File: src/rtl/serial_to_parallel_align.sv
// Receive-side deserializer: hunts for COM symbols in the serial stream and locks byte alignment.
// Optional byte counter port enabled by defining STOS_BYTE_CNT_EN.
module serial_to_parallel_align #(
    parameter int               WIDTH      = 8,
    parameter logic [WIDTH-1:0] COM_SYMBOL = 8'hBC,
    parameter int               LOCK_COUNT = 4
) (
    input  logic             clk32f,
    input  logic             reset,
    input  logic             in,
    output logic [WIDTH-1:0] out,
    output logic             out_valid,
    output logic             active
`ifdef STOS_BYTE_CNT_EN
    ,
    output logic [7:0]       byte_cnt
`endif
);

    localparam int BCW = (WIDTH > 1) ? $clog2(WIDTH) : 1;

    typedef enum logic [1:0] {
        UNLOCKED = 2'd0,
        ALIGNING = 2'd1,
        ACTIVE   = 2'd2
    } state_t;

    state_t           state_q, state_d;
    logic [WIDTH-1:0] sr_q, sr_d;
    logic [BCW-1:0]   bit_cnt_q, bit_cnt_d;
    logic [3:0]       com_cnt_q, com_cnt_d;
    logic [WIDTH-1:0] out_q, out_d;
    logic             out_valid_q, out_valid_d;
    logic             active_q, active_d;
    logic             boundary;
    logic             is_com;
    logic [BCW-1:0]   bit_cnt_inc;

`ifdef STOS_BYTE_CNT_EN
    logic [7:0]       byte_cnt_q, byte_cnt_d;
`endif

    // sr_d is the shift register value after this edge; all decisions look at it
    assign sr_d        = {sr_q[WIDTH-2:0], in};
    assign is_com      = (sr_d == COM_SYMBOL);
    assign boundary    = (bit_cnt_q == BCW'(WIDTH - 1));
    assign bit_cnt_inc = boundary ? '0 : bit_cnt_q + BCW'(1);

    always_ff @(posedge clk32f or negedge reset) begin
        if (!reset) begin
            state_q     <= UNLOCKED;
            sr_q        <= '0;
            bit_cnt_q   <= '0;
            com_cnt_q   <= '0;
            out_q       <= '0;
            out_valid_q <= 1'b0;
            active_q    <= 1'b0;
`ifdef STOS_BYTE_CNT_EN
            byte_cnt_q  <= '0;
`endif
        end else begin
            state_q     <= state_d;
            sr_q        <= sr_d;
            bit_cnt_q   <= bit_cnt_d;
            com_cnt_q   <= com_cnt_d;
            out_q       <= out_d;
            out_valid_q <= out_valid_d;
            active_q    <= active_d;
`ifdef STOS_BYTE_CNT_EN
            byte_cnt_q  <= byte_cnt_d;
`endif
        end
    end

    always_comb begin
        state_d   = state_q;
        bit_cnt_d = bit_cnt_q;
        com_cnt_d = com_cnt_q;
        case (state_q)
            UNLOCKED: begin
                bit_cnt_d = '0;
                if (is_com) begin
                    com_cnt_d = 4'd1;
                    state_d   = ALIGNING;
                end
            end
            ALIGNING: begin
                bit_cnt_d = bit_cnt_inc;
                if (boundary) begin
                    // A miss drops straight back to hunting; no re-check on this same edge
                    if (!is_com) begin
                        state_d   = UNLOCKED;
                        com_cnt_d = '0;
                    end else if (com_cnt_q + 4'd1 == 4'(LOCK_COUNT)) begin
                        state_d   = ACTIVE;
                        com_cnt_d = '0;
                    end else begin
                        com_cnt_d = com_cnt_q + 4'd1;
                    end
                end
            end
            ACTIVE: begin
                bit_cnt_d = bit_cnt_inc;
            end
            default: begin
                state_d   = UNLOCKED;
                bit_cnt_d = '0;
                com_cnt_d = '0;
            end
        endcase
    end

    always_comb begin
        out_d       = out_q;
        out_valid_d = 1'b0;
        if (state_q == ACTIVE && boundary) begin
            out_d       = sr_d;
            out_valid_d = !is_com;
        end
        active_d = (state_d == ACTIVE);
`ifdef STOS_BYTE_CNT_EN
        byte_cnt_d = byte_cnt_q;
        if (state_q != ACTIVE && state_d == ACTIVE) begin
            byte_cnt_d = '0;
        end else if (out_valid_d && byte_cnt_q != 8'hFF) begin
            byte_cnt_d = byte_cnt_q + 8'd1;
        end
`endif
    end

    assign out       = out_q;
    assign out_valid = out_valid_q;
    assign active    = active_q;
`ifdef STOS_BYTE_CNT_EN
    assign byte_cnt  = byte_cnt_q;
`endif

endmodule

File: config.mk
export PLATFORM = sky130hd
export DESIGN_NAME = serial_to_parallel_align
export DESIGN_NICKNAME = d
export VERILOG_FILES = /design/src/rtl/serial_to_parallel_align.sv
export SDC_FILE = /design/constraint.sdc
export NUM_CORES = 1
export LEC_CHECK = 0
export CAP_MARGIN = 20
export CORE_ASPECT_RATIO = 1.4
export CORE_MARGIN = 3
export CORE_UTILIZATION = 40
export CTS_CLUSTER_SIZE = 30
export DETAILED_ROUTE_END_ITERATION = 8
export SYNTH_ARGS = -nofsm -noshare
export SYNTH_HDL_FRONTEND = slang
export SYNTH_SLANG_ARGS = --single-unit
File: constraint.sdc
create_clock -name clk32f -period 2 [get_ports clk32f]
set_clock_uncertainty 0.2 [all_clocks]
set_input_delay 0.2 -clock clk32f [delete_from_list [all_inputs] [get_ports clk32f]]
set_output_delay 0.2 -clock clk32f [all_outputs]
set_load 0.02 [all_outputs]
### After elaboration in Yosys (flattened, before gate mapping)

Cells that the tools add are included.

| word-level totals | value |
|---|---|
| bits in registers | 26 |
| input port bits | 3 |
| output and inout bits | 10 |
| logic and storage cells | 36 |

| cells by class | value |
|---|---|
| add/subtract/negate cells | 2 |
| equality and inequality tests | 8 |
| muxes and demuxes | 13 |
| bitwise logic cells | 1 |
| reductions and logical operators | 5 |

Operator list:

| cell | number |
|---|---|
| $mux 4 | 4 |
| $pmux 4 s3 | 1 |
| $eq 8x8->1 const B | 1 |
| $mux 2 | 4 |
| $mux 3 | 2 |
| $pmux 2 s3 | 1 |
| $add 4x1->4 const B | 1 |
| $eq 2x2->1 const B | 2 |
| $eq 4x3->1 const B | 1 |
| $ne 2x2->1 const B | 2 |
| $add 3x1->3 const B | 1 |
| $eq 3x3->1 const B | 1 |
| $reduce_and 3->1 | 1 |
| $eq 2x1->1 const B | 1 |
| $logic_not 2->1 | 1 |
| $reduce_or 2->1 | 1 |
| $logic_and 1x1->1 | 1 |
| $logic_not 1->1 | 1 |
| $mux 1 | 1 |
| $not 1->1 | 1 |

### Depth between registers and ports, before layout

| logic depth | value |
|---|---|
| depth after elaboration | 7 |
| gate-level depth with buffers | 6 |
| gate-level depth less buffers | 6 |

### Least setup slack after synthesis

OpenSTA, ideal clock, no wires.

| path | value |
|---|---|
| path type | register to register |
| start point | register com_cnt_q[0] |
| end point | register active_q (netlist: active) |
| setup time | 94 ps |
| arrival | 1476 ps |
| data required time | 1706 ps |
| setup slack | 231 ps |
| cell stages (with the launch flop) | 6 |
| buffers on the path | 0 |
| period minus slack after synthesis | 1769 ps |
| cell sequence | dfrtp_1 ha_1 nand3b_1 o31ai_4 nand4_1 a221oi_2 |

| on the way | value |
|---|---|
| cells in the longest elaborated chain, start to end | 7 |

Ends and longest elaborated chain:

| what | RTL line | RTL |
|---|---|---|
| start, declared | 31 | `logic [3:0] com_cnt_q, com_cnt_d;` |
| start signal, assigned | 65 | `com_cnt_q <= com_cnt_d;` |
| $add 4x1->4 | 94 | `end else if (com_cnt_q + 4'd1 == 4'(LOCK_COUNT)) begin` |
| $eq 4x3->1 | 94 |  |
| $mux 2 | 94 |  |
| $mux 2 | 91 | `if (!is_com) begin` |
| $mux 2 | 89 | `if (boundary) begin` |
| $pmux 2 s3 | 79 | `case (state_q)` |
| $eq 2x2->1 | 120 | `active_d = (state_d == ACTIVE);` |
| via active_d | 34 | `logic active_q, active_d;` |
| end signal, assigned | 68 | `active_q <= active_d;` |
| end, declared | 34 |  |

The timed path passes the listed nets, and every way through them passes these cells.
A chain may end at the register's enable or synchronous reset.

### Worst setup path in the final report

| path | value |
|---|---|
| start point | register com_cnt_q[0] |
| end point | register com_cnt_q[0] |

| on the way | value |
|---|---|
| cells in the longest elaborated chain, start to end | 6 |

Ends and longest elaborated chain:

| what | RTL line |
|---|---|
| $add 4x1->4 (*) | 94, 98 |
| $eq 4x3->1 | 94 |
| $mux 4 (*) | 94 |
| $mux 4 (*) | 91 |
| $mux 4 (*) | 89 |
| $pmux 4 s3 (*) | 79 |

Mark *: on every way between the ends. The rest lies on a longest branch, timed or not. The select of a mux whose other input is x is not followed.

==> flow_summary.toml <==
[yosys]
netlist_area_sq_um = 1180
syn-num-nets = 102
synth_area_leaders = "dfrtp_1, ha_1, mux2_2"
synth_top_area_cell = "dfrtp_1"
async_flop_share_pct = 100
syn_inst = 91
ys_seq_area_share_pct = 55.1
yosys_register_bits = 26
syn_area_per_cell_sq_um = 13.0
synth.distinct_cells = 32
synth_top_area_share_pct = 55.1
yosysWarnings = 0
synth_edf_count = 0
ys.flop_type = "dfrtp_1"

[critical_path]
arrival_ns = 1.96
startpoint_type = "register"
cp_slowest_cell = "dfrtp_1"
crit_chain = "ha_2 > buf_4 > nand4bb_1 > o31ai_4 > buf_4 > or3b_1 > a21oi_1"
cp-end-kind = "register"
path_buf_inv = 2
cp_top_family = "simple AND/OR/NAND/NOR gates"
worst_path_most_repeated_cell = "buf_4"
critPathRequiredTime_ns = 2.05
path_class = "reg2reg"
cp_max_fo = 5
cp_slowest_stage_delay_ns = 0.42

[timing]
drv_slew = 0
rsz0062_at_grt = "true"
fmax_mhz = 522
max_slew_margin_pct = 72.6
worst_slew_pin_slew_ns = 0.409
post-route-period-util_pct = 95.7
post-route-min-period_ns = 1.91
hold_viol = 0
whs_ns = 0.0266
finalSetupViolations = 0

[floorplanning]
die_area_sq_um = 3650
num_rows = 22
die_x_um = 51.9
initial_core_util_pct = 43.3
core-area_sq_um = 2730
ios = 13
die_h_um = 70.3

[detailed_routing]
routed_via_density = 5.21
vias = 786
post-route-drc-count = 0
ant_nets = 0
drt_first_pass_iters = 2
wire_per_inst_um = 14.0
routed_wl_mm = 2.12
drt_iter0_markers = 6

[placed_design]
globalplace.congestion = 0.758
place_hpwl_mm = 1.57
port_buffers = 12

[layout]
n_antenna_cell = 0
layout_common_cells = "dfrtp_1, clkdlybuf4s50_1, mux2_2, buf_4, ha_1"
multi_input_area_sq_um = 522
fill_cells = 250
final_common_cell = "dfrtp_1"
register_area_sq_um = 652
area_growth_syn_to_layout_pct = 23.2
nets = 127
drive_above_1_share_pct = 25.2

[status]
status = "complete, no violations"

[clock_tree]
htree_levels = 1
cts_tree = "built"
clock-sinks = 26
numCtsBuffers = 3
clkTransAtPathRegs_ns = 0.13
insertion_delay_ns = 0.32
cts_max_path_buffers = 2
ctsRootBufferMaster = "clkbuf_4"

[global_routing]
antenna_found_initial = 0
grt_pass1_vias = 847
overflow = 0
grt.total_usage_pct = 13.5
grt_max_degree = 27
grt_pass1_wl_mm = 3.72

[pwr]
p_leak_nw = 0.637
cellPowerDensity_nw_per_um2 = 595
peakVddDrop_v = 0.000422
power.total_mw = 0.865

[job]
max_cap_violations = 0

[hold_path]
hold_path_class = "in2async"
flip-flops by register name (all words and copies together), names as in the netlist:
| name | flops |
|---|---|
| sr_q | 7 |
| out_valid | 1 |
| bit_cnt_q | 3 |
| com_cnt_q | 4 |
| active | 1 |
| state_q | 2 |
| out | 8 |
worst register-to-register path: stages (launching register included):
cell	delay (ns)
dfrtp_1	0.42
ha_2	0.19
buf_4	0.14
nand4bb_1	0.14
o31ai_4	0.12
buf_4	0.15
or3b_1	0.34
a21oi_1	0.16
path summary, 6_finish.rpt:
kind / from / to / slack [ns] / depth (start not counted)
min in group clk32f: in / sr_q[0]$_DFF_PN0_ / 0.18 / 1
setup / recovery: com_cnt_q[0]$_DFFE_PN0P_ / com_cnt_q[0]$_DFFE_PN0P_ / 0.09 / 7
setup reg to reg: com_cnt_q[0]$_DFFE_PN0P_ / com_cnt_q[0]$_DFFE_PN0P_ / 0.09 / 7
max in group asynchronous: reset / com_cnt_q[1]$_DFFE_PN0P_ / 1.32 / 2
hold reg to reg: sr_q[0]$_DFF_PN0_ / sr_q[1]$_DFF_PN0_ / 0.24 / 0
hold / removal: reset / com_cnt_q[0]$_DFFE_PN0P_ / 0.03 / 2
per-layer routing:
layer	wire length [um]	vias to the layer above	GRT usage [%]
li1	-	386	-
met1	918	384	15.6
met2	1100	10	22.8
met3	60	6	3.20
met4	38	0	6.12
met5	0	-	0
through the flow:
step / util (%) / instance area (sq um) / setup TNS (ns) / std cells / setup WS (ns)
2_1_floorplan: - / 1180 / 0 / 91 / 0.231
3_3_place_gp: 51.0 / 1390 / 0 / 145 / 0.111
3_5_place_dp: 51.0 / 1390 / 0 / 145 / 0.0877
4_1_cts: 52.3 / 1430 / 0 / 149 / 0.0757
5_1_grt: 53.4 / 1450 / -0.00515 / 151 / -0.00515
6_report: 53.4 / 1450 / 0 / 151 / 0.0856
Yosys cell counts, types with 2 or more instances:
master      n
nand4bb_1   2
a21oi_1     5
inv_1       5
and2_1      3
nand3_1     2
o21ai_1     2
ha_1        8
nand2_1     2
dfrtp_1    26
and3b_1     2
nand4_1     2
o21ai_0     2
mux2_2      8
nor2_1      4
what timing repair did:
item	CTS	global route
setup buffers	0	2
hold buffers	0	0
endpoints found under the setup margin	0	2
resized for setup	0	4
power by group:
part	leakage [nW]	total, mW	internal, mW	switching [mW]
logic	0.313	0.0544	0.0270	0.0274
clock network	0.0210	0.260	0.111	0.148
registers	0.303	0.551	0.541	0.0105
total	0.637	0.865	0.679	0.186
area by class of cell:
class / count / area share, %
flip-flops and latches: 26 / 44.8
multi-input cells: 60 / 35.9
repair buffers: 20 / 12.4
well taps: 36 / 3.10
clock buffers: 4 / 2.50
inverters: 5 / 1.29
cells by family (layout without fill, tap and decap cells):
family | after synthesis | count (layout) | synth area share, %
fa+ha+maj | 8 | 8 | 8.48
flops | 26 | 26 | 55.1
simple gates | 25 | 25 | 14.6
mux | 8 | 8 | 7.64
buf+inv | 5 | 29 | 1.59
compound gates | 19 | 19 | 12.5
No activity file was read; power rests on OpenSTA's default activity.
